--- src/rtl/ports_ctrl_pkg.sv ---
// Shared types for the GPIO port controller: pad types, the board pinout
// and the register address map.
package ports_ctrl_pkg;

  localparam int MAXPADS = 32;

  typedef enum logic [1:0] {
    PADTYPE_GPIO   = 2'd0,
    PADTYPE_VDD    = 2'd1,
    PADTYPE_VSS    = 2'd2,
    PADTYPE_ANALOG = 2'd3
  } t_padtype;

  typedef struct packed {
    t_padtype padtype;
  } t_pin;

  // Pad i lives at index i, matching the 1-based pad numbering of pads_if.
  typedef t_pin [MAXPADS:1] t_pinout;

  typedef enum logic [3:0] {
    REG_DIR     = 4'd0,
    REG_OUT     = 4'd1,
    REG_OUTSET  = 4'd2,
    REG_OUTCLR  = 4'd3,
    REG_OUTTGL  = 4'd4,
    REG_PULLUP  = 4'd5,
    REG_PULLDN  = 4'd6,
    REG_SLEW    = 4'd7,
    REG_INEN    = 4'd8,
    REG_IN      = 4'd9,
    REG_IRQRISE = 4'd10,
    REG_IRQFALL = 4'd11,
    REG_IRQFLAG = 4'd12
  } t_portreg;

  function automatic t_pinout pinout_all_gpio();
    t_pinout p;
    for (int i = 1; i <= MAXPADS; i++) p[i].padtype = PADTYPE_GPIO;
    return p;
  endfunction

  // Derive a pinout variant with one pad retyped (e.g. a supply pad).
  function automatic t_pinout pinout_set(input t_pinout base, input int pad,
                                         input t_padtype pt);
    t_pinout p;
    p = base;
    p[pad].padtype = pt;
    return p;
  endfunction

  // Register-bit mask (bit i-1 = pad i) of pads that are GPIO and present.
  function automatic logic [MAXPADS-1:0] gpio_mask(input t_pinout p, input int n);
    logic [MAXPADS-1:0] m;
    for (int i = 1; i <= MAXPADS; i++) m[i-1] = (i <= n) && (p[i].padtype == PADTYPE_GPIO);
    return m;
  endfunction

  localparam t_pinout pinout = pinout_all_gpio();

endpackage

--- src/rtl/pads_if.sv ---
// Pad-ring control bundle; the controller drives the pad controls and
// samples the pad input values.
interface pads_if
  import ports_ctrl_pkg::*;
#(
  parameter int NUMPADS = 16
);
  logic [1:NUMPADS] pullup_en;
  logic [1:NUMPADS] pulldown_en;
  logic [1:NUMPADS] output_en;
  logic [1:NUMPADS] output_val;
  logic [1:NUMPADS] slew_limit_en;
  logic [1:NUMPADS] input_en;
  logic [1:NUMPADS] input_val;

  modport mp_ports (
    output pullup_en, pulldown_en, output_en, output_val, slew_limit_en, input_en,
    input  input_val
  );

  modport mp_pads (
    input  pullup_en, pulldown_en, output_en, output_val, slew_limit_en, input_en,
    output input_val
  );
endinterface

--- src/rtl/port_sync.sv ---
// Two-flop synchronizer for a bus of independent asynchronous bits.
module port_sync
  import ports_ctrl_pkg::*;
#(
  parameter int WIDTH = 1
) (
  input  logic             clk,
  input  logic             rst,
  input  logic [WIDTH-1:0] d,
  output logic [WIDTH-1:0] q
);

  logic [WIDTH-1:0] meta;

  // First stage may go metastable; second stage presents a settled value.
  always_ff @(posedge clk or posedge rst) begin
    if (rst) begin
      meta <= '0;
      q    <= '0;
    end else begin
      meta <= d;
      q    <= meta;
    end
  end

endmodule

--- src/rtl/ports_ctrl.sv ---
// GPIO port controller: register file driving pad controls, synchronized
// pad inputs with rise/fall edge interrupts and a registered read port.
module ports_ctrl
  import ports_ctrl_pkg::*;
#(
  parameter int      NUMPADS = 16,
  parameter t_pinout PINOUT  = pinout
) (
  input  logic        clk,
  input  logic        rst,
  pads_if.mp_ports    padsif,
  input  logic [3:0]  addr,
  input  logic        wr_en,
  input  logic [31:0] wdata,
  input  logic        rd_en,
  output logic [31:0] rdata,
  output logic        rvalid,
  output logic        irq
);

  // Non-GPIO pads have their bits forced to 0 in every register.
  localparam logic [MAXPADS-1:0] GPIO_ALL = gpio_mask(PINOUT, NUMPADS);
  localparam logic [NUMPADS-1:0] GPIO     = GPIO_ALL[NUMPADS-1:0];

  t_portreg           reg_sel;
  logic [NUMPADS-1:0] wd;
  logic               unused_wdata;
  logic [NUMPADS-1:0] dir_r, out_r, pu_r, pd_r, slew_r, inen_r;
  logic [NUMPADS-1:0] rise_r, fall_r, flag_r;
  logic [NUMPADS-1:0] in_gated, in_sync, in_prev;
  logic [NUMPADS-1:0] flag_set, flag_clr;
  logic [NUMPADS-1:0] rd_val;
  logic [31:0]        rd_word;

  assign reg_sel      = t_portreg'(addr);
  assign wd           = wdata[NUMPADS-1:0] & GPIO;
  assign unused_wdata = ^wdata;

  // Configuration registers; OUT also takes set/clear/toggle aliases.
  always_ff @(posedge clk or posedge rst) begin
    if (rst) begin
      dir_r  <= '0;
      out_r  <= '0;
      pu_r   <= '0;
      pd_r   <= '0;
      slew_r <= '0;
      inen_r <= GPIO;
      rise_r <= '0;
      fall_r <= '0;
    end else if (wr_en) begin
      case (reg_sel)
        REG_DIR:     dir_r  <= wd;
        REG_OUT:     out_r  <= wd;
        REG_OUTSET:  out_r  <= out_r | wd;
        REG_OUTCLR:  out_r  <= out_r & ~wd;
        REG_OUTTGL:  out_r  <= out_r ^ wd;
        REG_PULLUP:  pu_r   <= wd;
        REG_PULLDN:  pd_r   <= wd;
        REG_SLEW:    slew_r <= wd;
        REG_INEN:    inen_r <= wd;
        REG_IRQRISE: rise_r <= wd;
        REG_IRQFALL: fall_r <= wd;
        default:     ;
      endcase
    end
  end

  // Pad mapping: pad i <-> register bit i-1. Gating before the synchronizer
  // means disabling a high input looks like a real falling edge.
  for (genvar i = 1; i <= NUMPADS; i++) begin : g_pad
    assign padsif.output_en[i]     = dir_r[i-1];
    assign padsif.output_val[i]    = out_r[i-1];
    assign padsif.pullup_en[i]     = pu_r[i-1];
    assign padsif.pulldown_en[i]   = pd_r[i-1] & ~pu_r[i-1];
    assign padsif.slew_limit_en[i] = slew_r[i-1];
    assign padsif.input_en[i]      = inen_r[i-1];
    assign in_gated[i-1]           = padsif.input_val[i] & inen_r[i-1];
  end

  port_sync #(.WIDTH(NUMPADS)) u_sync (
    .clk (clk),
    .rst (rst),
    .d   (in_gated),
    .q   (in_sync)
  );

  assign flag_set = (in_sync & ~in_prev & rise_r) | (~in_sync & in_prev & fall_r);
  assign flag_clr = (wr_en && (reg_sel == REG_IRQFLAG)) ? wd : '0;

  // Edge history, sticky flags (set beats W1C) and the registered irq level.
  always_ff @(posedge clk or posedge rst) begin
    if (rst) begin
      in_prev <= '0;
      flag_r  <= '0;
      irq     <= 1'b0;
    end else begin
      in_prev <= in_sync;
      flag_r  <= (flag_r & ~flag_clr) | flag_set;
      irq     <= |flag_r;
    end
  end

  // Read mux over current register contents (pre-write on a same-cycle write).
  always_comb begin
    rd_val = '0;
    case (reg_sel)
      REG_DIR:     rd_val = dir_r;
      REG_OUT:     rd_val = out_r;
      REG_PULLUP:  rd_val = pu_r;
      REG_PULLDN:  rd_val = pd_r;
      REG_SLEW:    rd_val = slew_r;
      REG_INEN:    rd_val = inen_r;
      REG_IN:      rd_val = in_sync;
      REG_IRQRISE: rd_val = rise_r;
      REG_IRQFALL: rd_val = fall_r;
      REG_IRQFLAG: rd_val = flag_r;
      default:     rd_val = '0;
    endcase
    rd_word = '0;
    rd_word[NUMPADS-1:0] = rd_val;
  end

  // Registered read port; rdata holds between reads.
  always_ff @(posedge clk or posedge rst) begin
    if (rst) begin
      rdata  <= '0;
      rvalid <= 1'b0;
    end else begin
      rvalid <= rd_en;
      if (rd_en) rdata <= rd_word;
    end
  end

endmodule
--- src/flat_wrapper.sv ---
// flat-port wrapper written by rule: the top's interface ports become plain ports
module ports_ctrl_flat import ports_ctrl_pkg::*;
#(
  parameter int      NUMPADS = 16,
  parameter t_pinout PINOUT  = pinout
)
  (clk, rst, addr, wr_en, wdata, rd_en, rdata, rvalid, irq, padsif_pullup_en, padsif_pulldown_en, padsif_output_en, padsif_output_val, padsif_slew_limit_en, padsif_input_en, padsif_input_val);
  pads_if #(.NUMPADS(NUMPADS)) padsif_i ();
  input  logic clk;
  input  logic rst;
  input  logic [3:0] addr;
  input  logic wr_en;
  input  logic [31:0] wdata;
  input  logic rd_en;
  output logic [31:0] rdata;
  output logic rvalid;
  output logic irq;
  output wire logic [$bits(padsif_i.pullup_en)-1:0] padsif_pullup_en;
  output wire logic [$bits(padsif_i.pulldown_en)-1:0] padsif_pulldown_en;
  output wire logic [$bits(padsif_i.output_en)-1:0] padsif_output_en;
  output wire logic [$bits(padsif_i.output_val)-1:0] padsif_output_val;
  output wire logic [$bits(padsif_i.slew_limit_en)-1:0] padsif_slew_limit_en;
  output wire logic [$bits(padsif_i.input_en)-1:0] padsif_input_en;
  input wire logic [$bits(padsif_i.input_val)-1:0] padsif_input_val;
  assign padsif_pullup_en = padsif_i.pullup_en;
  assign padsif_pulldown_en = padsif_i.pulldown_en;
  assign padsif_output_en = padsif_i.output_en;
  assign padsif_output_val = padsif_i.output_val;
  assign padsif_slew_limit_en = padsif_i.slew_limit_en;
  assign padsif_input_en = padsif_i.input_en;
  assign padsif_i.input_val = padsif_input_val;
  ports_ctrl #(.NUMPADS(NUMPADS), .PINOUT(PINOUT)) u_core (.clk(clk), .rst(rst), .padsif(padsif_i), .addr(addr), .wr_en(wr_en), .wdata(wdata), .rd_en(rd_en), .rdata(rdata), .rvalid(rvalid), .irq(irq));
endmodule
--- config.mk ---
export PLATFORM = sky130hd
export DESIGN_NAME = ports_ctrl_flat
export DESIGN_NICKNAME = d
export VERILOG_FILES = /design/src/rtl/ports_ctrl_pkg.sv /design/src/rtl/pads_if.sv /design/src/rtl/port_sync.sv /design/src/rtl/ports_ctrl.sv /design/src/flat_wrapper.sv
export SDC_FILE = /design/constraint.sdc
export NUM_CORES = 1
export LEC_CHECK = 0
export BUFFER_PORTS_ARGS = -buffer_cell sky130_fd_sc_hd__buf_4
export CORE_AREA = 2 2 190 145
export DETAILED_ROUTE_END_ITERATION = 8
export DIE_AREA = 0 0 192 147
export PLACE_DENSITY = 0.71
export SKIP_CTS_REPAIR_TIMING = 1
export SLEW_MARGIN = 20
export SYNTH_ARGS = -nofsm -noshare
export SYNTH_HDL_FRONTEND = slang
export SYNTH_SLANG_ARGS = --single-unit
--- constraint.sdc ---
create_clock -name clk -period 14.36 [get_ports clk]
set_input_delay 0.718 -clock clk [delete_from_list [all_inputs] [get_ports clk]]
set_output_delay 0.718 -clock clk [all_outputs]
set_load 0.03 [all_outputs]
=== Word-level counts from Yosys, hierarchy flattened ===
Cells that the tools add are included.

* Register bits: 210
* Bits of input ports: 56
* Output and inout bits: 130
* Word-level logic and storage cells: 104

* Equality and inequality tests: 12
* Multiplexer cells: 3
* Bitwise operators: 62
* Reductions and logical operators: 12

{| class="wikitable"
|+ Operators with widths
! cell !! number
|-
| $pmux 16 s10 || 1
|-
| $and 16x16->16 || 6
|-
| $not 16->16 || 4
|-
| $pmux 16 s4 || 1
|-
| $or 16x16->16 || 3
|-
| $and 1x1->1 || 32
|-
| $eq 4x4->1 const B || 5
|-
| $eq 4x3->1 const B || 4
|-
| $mux 16 || 1
|-
| $not 1->1 || 16
|-
| $reduce_and 2->1 || 8
|-
| $reduce_or 16->1 || 1
|-
| $xor 16x16->16 || 1
|-
| $eq 4x2->1 const B || 2
|-
| $eq 4x1->1 const B || 1
|-
| $logic_not 4->1 || 1
|-
| $reduce_bool 4->1 || 1
|-
| $logic_and 1x1->1 || 1
|}

=== Logic depth before layout (Yosys ltp) ===
* Depth in word-level cells: 6
* Mapped depth: 8
* Gate-level depth less buffers: 5

=== Cells and area by module ===
Synthesis repeated with hierarchy kept, for this count alone.

* Cell total of the unflattened synthesis: 938
* Area total of the unflattened synthesis: 10552.6 um^2

{| class="wikitable"
|+ By module, submodules not included
! module !! instances !! cells an instance !! area an instance (um^2) !! sequential area each (um^2)
|-
| ports_ctrl || 1 || 905 || 9748.1 || 4474.3
|-
| port_sync || 1 || 33 || 804.5 || 800.8
|}

=== Least setup slack after synthesis ===
No wires, ideal clock.

* Path kind: input port to flip-flop
* Start: in addr[0]
* End: reg u_core.inen_r[0]
* Setup time: 0.082 ns
* Arrival: 1.899 ns
* Required time: 14.278 ns
* Path slack: 12.379 ns
* Stages: 6
* Buffers on the path: 3
* Cells stage by stage: buf_6 > or2_2 > buf_4 > nor2_8 > buf_6 > mux2_2

* Longest elaborated chain between the ends: 2

{| class="wikitable"
|+ Ends and longest elaborated chain
! item !! line !! RTL
|-
| from (decl) || flat_wrapper.sv:11 || <nowiki>input logic [3:0] addr;</nowiki>
|-
| $eq 4x4->1 || ports_ctrl.sv:51 || <nowiki>case (reg_sel)</nowiki>
|-
| $reduce_and 2->1 (no source line) || n/a ||
|-
| to (signal assigned) || ports_ctrl.sv:60 || <nowiki>REG_INEN: inen_r <= wd;</nowiki>
|-
| to (decl) || ports_ctrl.sv:28 || <nowiki>logic [NUMPADS-1:0] dir_r, out_r, pu_r, pd_r, slew_r, inen_r;</nowiki>
|}

Every way passes these cells.
A chain may end at the register's enable or synchronous reset.

=== Final worst setup path ===
* Start: in addr[3]
* End: reg u_core.fall_r[12]

* Longest elaborated chain between the ends: 2

{| class="wikitable"
|+ Ends and longest elaborated chain
! item !! line !! RTL
|-
| $eq 4x4->1 || ports_ctrl.sv:51 ||
|-
| $reduce_and 2->1 (no source line) || n/a ||
|-
| to (signal assigned) || ports_ctrl.sv:62 || <nowiki>REG_IRQFALL: fall_r <= wd;</nowiki>
|-
| to (decl) || ports_ctrl.sv:29 || <nowiki>logic [NUMPADS-1:0] rise_r, fall_r, flag_r;</nowiki>
|}

Every way passes these cells.

==> flow_summary.json <==
{
  "status": "finished clean",
  "synth_area_um2": 10430,
  "grt_start_max_net_pins": 149,
  "worst_pin_slew_ps": 982.3,
  "slew_headroom_pct": 34.51,
  "grt_use_met2_pct": 34.06,
  "finalCritPeriodShare_pct": 18.76,
  "dp_hpwl_mm": 21.92,
  "clk_path_buf_depth": 3,
  "grt_use_met1_pct": 33.19,
  "grt_pass1_wl_mm": 49.27,
  "port_buffers": 153,
  "crit_arrival_ps": 3080,
  "hold_class": "in2async",
  "cp_max_fo": 34,
  "yosysSeqAreaShare_pct": 50.57,
  "fp.dieW_um": 192,
  "drv_cap": 0,
  "required_ps": 14750,
  "seqPwrFrac_pct": 42.1,
  "yosys.area_share.adder_pct": 3.838,
  "core_um2": 26550,
  "htree_levels": 1,
  "wl_per_cell_um": 22.74,
  "synthArstFlopShare_pct": 100.0,
  "critPathKind": "in2reg",
  "area_growth_syn_to_layout_pct": 19.38,
  "drt_first_iter_violations": 829,
  "mostFrequentLayoutCells": "dfrtp_1, buf_4, mux2_2, nand2_1, inv_1",
  "cts_tree": "built",
  "root_buffer": "clkbuf_16",
  "p_leak_nw": 5.697,
  "cts_made_buffers": 24,
  "clk_latency_ps": 540,
  "internal-power_mw": 1.335,
  "synth-simple-area-share_pct": 12.57,
  "fmax_ghz": 0.3711,
  "setup_viol": 0,
  "grt_most_used_layer": "met2",
  "cts_num_sinks": 210,
  "synth_top_family_by_area": "compound AO/OA/AOI/OAI gates",
  "drv_slew": 0,
  "ys_types": 64,
  "clock_power_share_pct": 31.9,
  "yosysWarnings": 0,
  "setup_slack_ps": 11670,
  "pin_count": 186,
  "dieArea_um2": 28220,
  "pre_cts_ws_ps": 11230,
  "antenna_found_initial": 0,
  "synthCells": 929,
  "grt_overflow_total": 0,
  "drive_gt1_share_pct": 30.76,
  "synth_compound_area_share_pct": 12.94,
  "fin_worst_skew_ps": 31.10,
  "num_rows": 52,
  "grtUsageMet3_pct": 6.641,
  "dr.pass1.iters": 8,
  "power_frac_comb_pct": 26.0,
  "power.density_nw_per_um2": 163.1,
  "layout_commonest_cell": "dfrtp_1",
  "end_kind": "flop",
  "holdWs_ps": 269.5,
  "ys_dominant_reg_cell": "dfrtp_1",
  "ant_nets": 0,
  "rsz0062_at_grt": "no",
  "fin_crit_ps": 2694,
  "globalplace.congestion": 0.8771,
  "hold_viol": 0,
  "clk_pin_slew_ps": 60,
  "die_h_um": 147,
  "vdd_ir_drop_max_mv": 0.08197,
  "track_usage_pct": 23.16,
  "n_antenna_cell": 0,
  "ys_ff_latch": 210,
  "muxShareOfSynthArea_pct": 12.65,
  "nets": 1146,
  "drt-total-wl_mm": 32.45,
  "layoutNonFillerInstCount": 1427,
  "num_vias": 7940,
  "place_inst": 1383,
  "switchingPower_uw": 696.3,
  "setup_tns_ps": 0,
  "viasPerCell": 5.564,
  "synth-xor-area-share_pct": 0.08396,
  "start_util_pct": 39.30,
  "drc_errors": 0,
  "synth_area_per_cell_um2": 11.23,
  "grt_pass1_vias": 7969,
  "start_kind": "primary input",
  "total_power_mw": 2.032,
  "synth_edf_count": 0,
  "switching_share_pct": 34.27
}
[synthesized netlist by cell type, types with 16 or more instances]
cell / number / share of area [%]
mux2i_1: 25 / 2.4
dfstp_2: 16 / 4.0
and2_1: 21 / 1.3
nand2_1: 82 / 3.0
buf_6: 16 / 1.7
nor2b_1: 23 / 1.4
a31oi_1: 21 / 1.3
inv_1: 66 / 2.4
a22oi_1: 25 / 1.8
o22ai_1: 20 / 1.2
nor2_1: 27 / 0.97
buf_4: 30 / 2.2
mux2_2: 89 / 9.6
ha_1: 32 / 3.8
o21ai_0: 41 / 2.0
a21o_1: 17 / 1.2
a222oi_1: 16 / 1.5
nand3b_1: 17 / 1.2
dfrtp_1: 194 / 47
[cell families after synthesis]
logic type / count (synthesis)
simple gates: 234
flops: 210
compound gates: 195
buf+inv: 136
mux: 120
fa+ha+maj: 32
other cells: 1
xor+xnor: 1
[critical path, stage by stage]
cell,delay [ps]
buf_4,400
and2b_1,860
nand2_4,250
nor2_8,430
mux2_2,390
[area by class of cell]
| type | instances | area (µm²) |
|---|---|---|
| Fill cell | 2431 | 14090 |
| Sequential cell | 210 | 5275 |
| Clock inverter | 9 | 133.9 |
| Timing Repair Buffer | 156 | 1171 |
| Multi-Input combinational cell | 598 | 4452 |
| Clock buffer | 35 | 711.9 |
| Tap cell | 351 | 439.2 |
| Inverter | 68 | 270.3 |
[registers in the layout, summed over array words and instances, names as in the netlist]
| signal | count |
|---|---|
| u_core.inen_r | 16 |
| u_core.rdata | 16 |
| u_core.irq | 1 |
| u_core.rvalid | 1 |
| u_core.out_r | 16 |
| u_core.fall_r | 16 |
| u_core.slew_r | 16 |
| u_core.u_sync.q | 16 |
| u_core.flag_r | 16 |
| u_core.in_prev | 16 |
| u_core.pu_r | 16 |
| u_core.dir_r | 16 |
| u_core.u_sync.meta | 16 |
| u_core.rise_r | 16 |
| u_core.pd_r | 16 |
[final timing paths]
| check | start | end | slack (ps) | cells past startpoint |
|---|---|---|---|---|
| worst max-delay path | addr[3] | u_core.fall_r[12]$_DFFE_PP0P_ | 11670 | 5 |
| worst min-delay path | rst | u_core.out_r[11]$_DFFE_PP0P_ | 270 | 2 |
| worst max register to register | u_core.u_sync.q[14]$_DFF_PP0_ | u_core.rdata[14]$_DFFE_PP0P_ | 12720 | 5 |
| worst min register to register | u_core.u_sync.meta[3]$_DFF_PP0_ | u_core.u_sync.q[3]$_DFF_PP0_ | 350 | 0 |
| max in group asynchronous | rst | u_core.pd_r[1]$_DFFE_PP0P_ | 12660 | 3 |
| min in group clk | u_core.u_sync.meta[3]$_DFF_PP0_ | u_core.u_sync.q[3]$_DFF_PP0_ | 350 | 0 |
[power groups by stage]
stage / Combinational [mW] / Sequential (mW) / Clock, mW
floorplan: 0.237 / 0.928 / 0
global placement: 0.516 / 0.857 / 0
detailed placement: 0.530 / 0.861 / 0
CTS: 0.531 / 0.853 / 0.652
global route: 0.570 / 0.872 / 0.678
finish: 0.529 / 0.855 / 0.648
[through the flow]
step,util (%),area [µm²]
final,46.91,12450
after global routing,46.91,12450
after CTS,46.89,12450
after detailed placement,43.70,11600
after global placement,43.70,11600
after floorplan,-,10490
[per-layer routing]
| layer | vias to the layer above | part of all wire (%) |
|---|---|---|
| li1 | 3540 | - |
| met4 | 0 | 3.0 |
| met2 | 366 | 43 |
| met3 | 60 | 9.9 |
| met1 | 3974 | 44 |
| met5 | - | 0 |
Power figures use the tool's default switching activity.
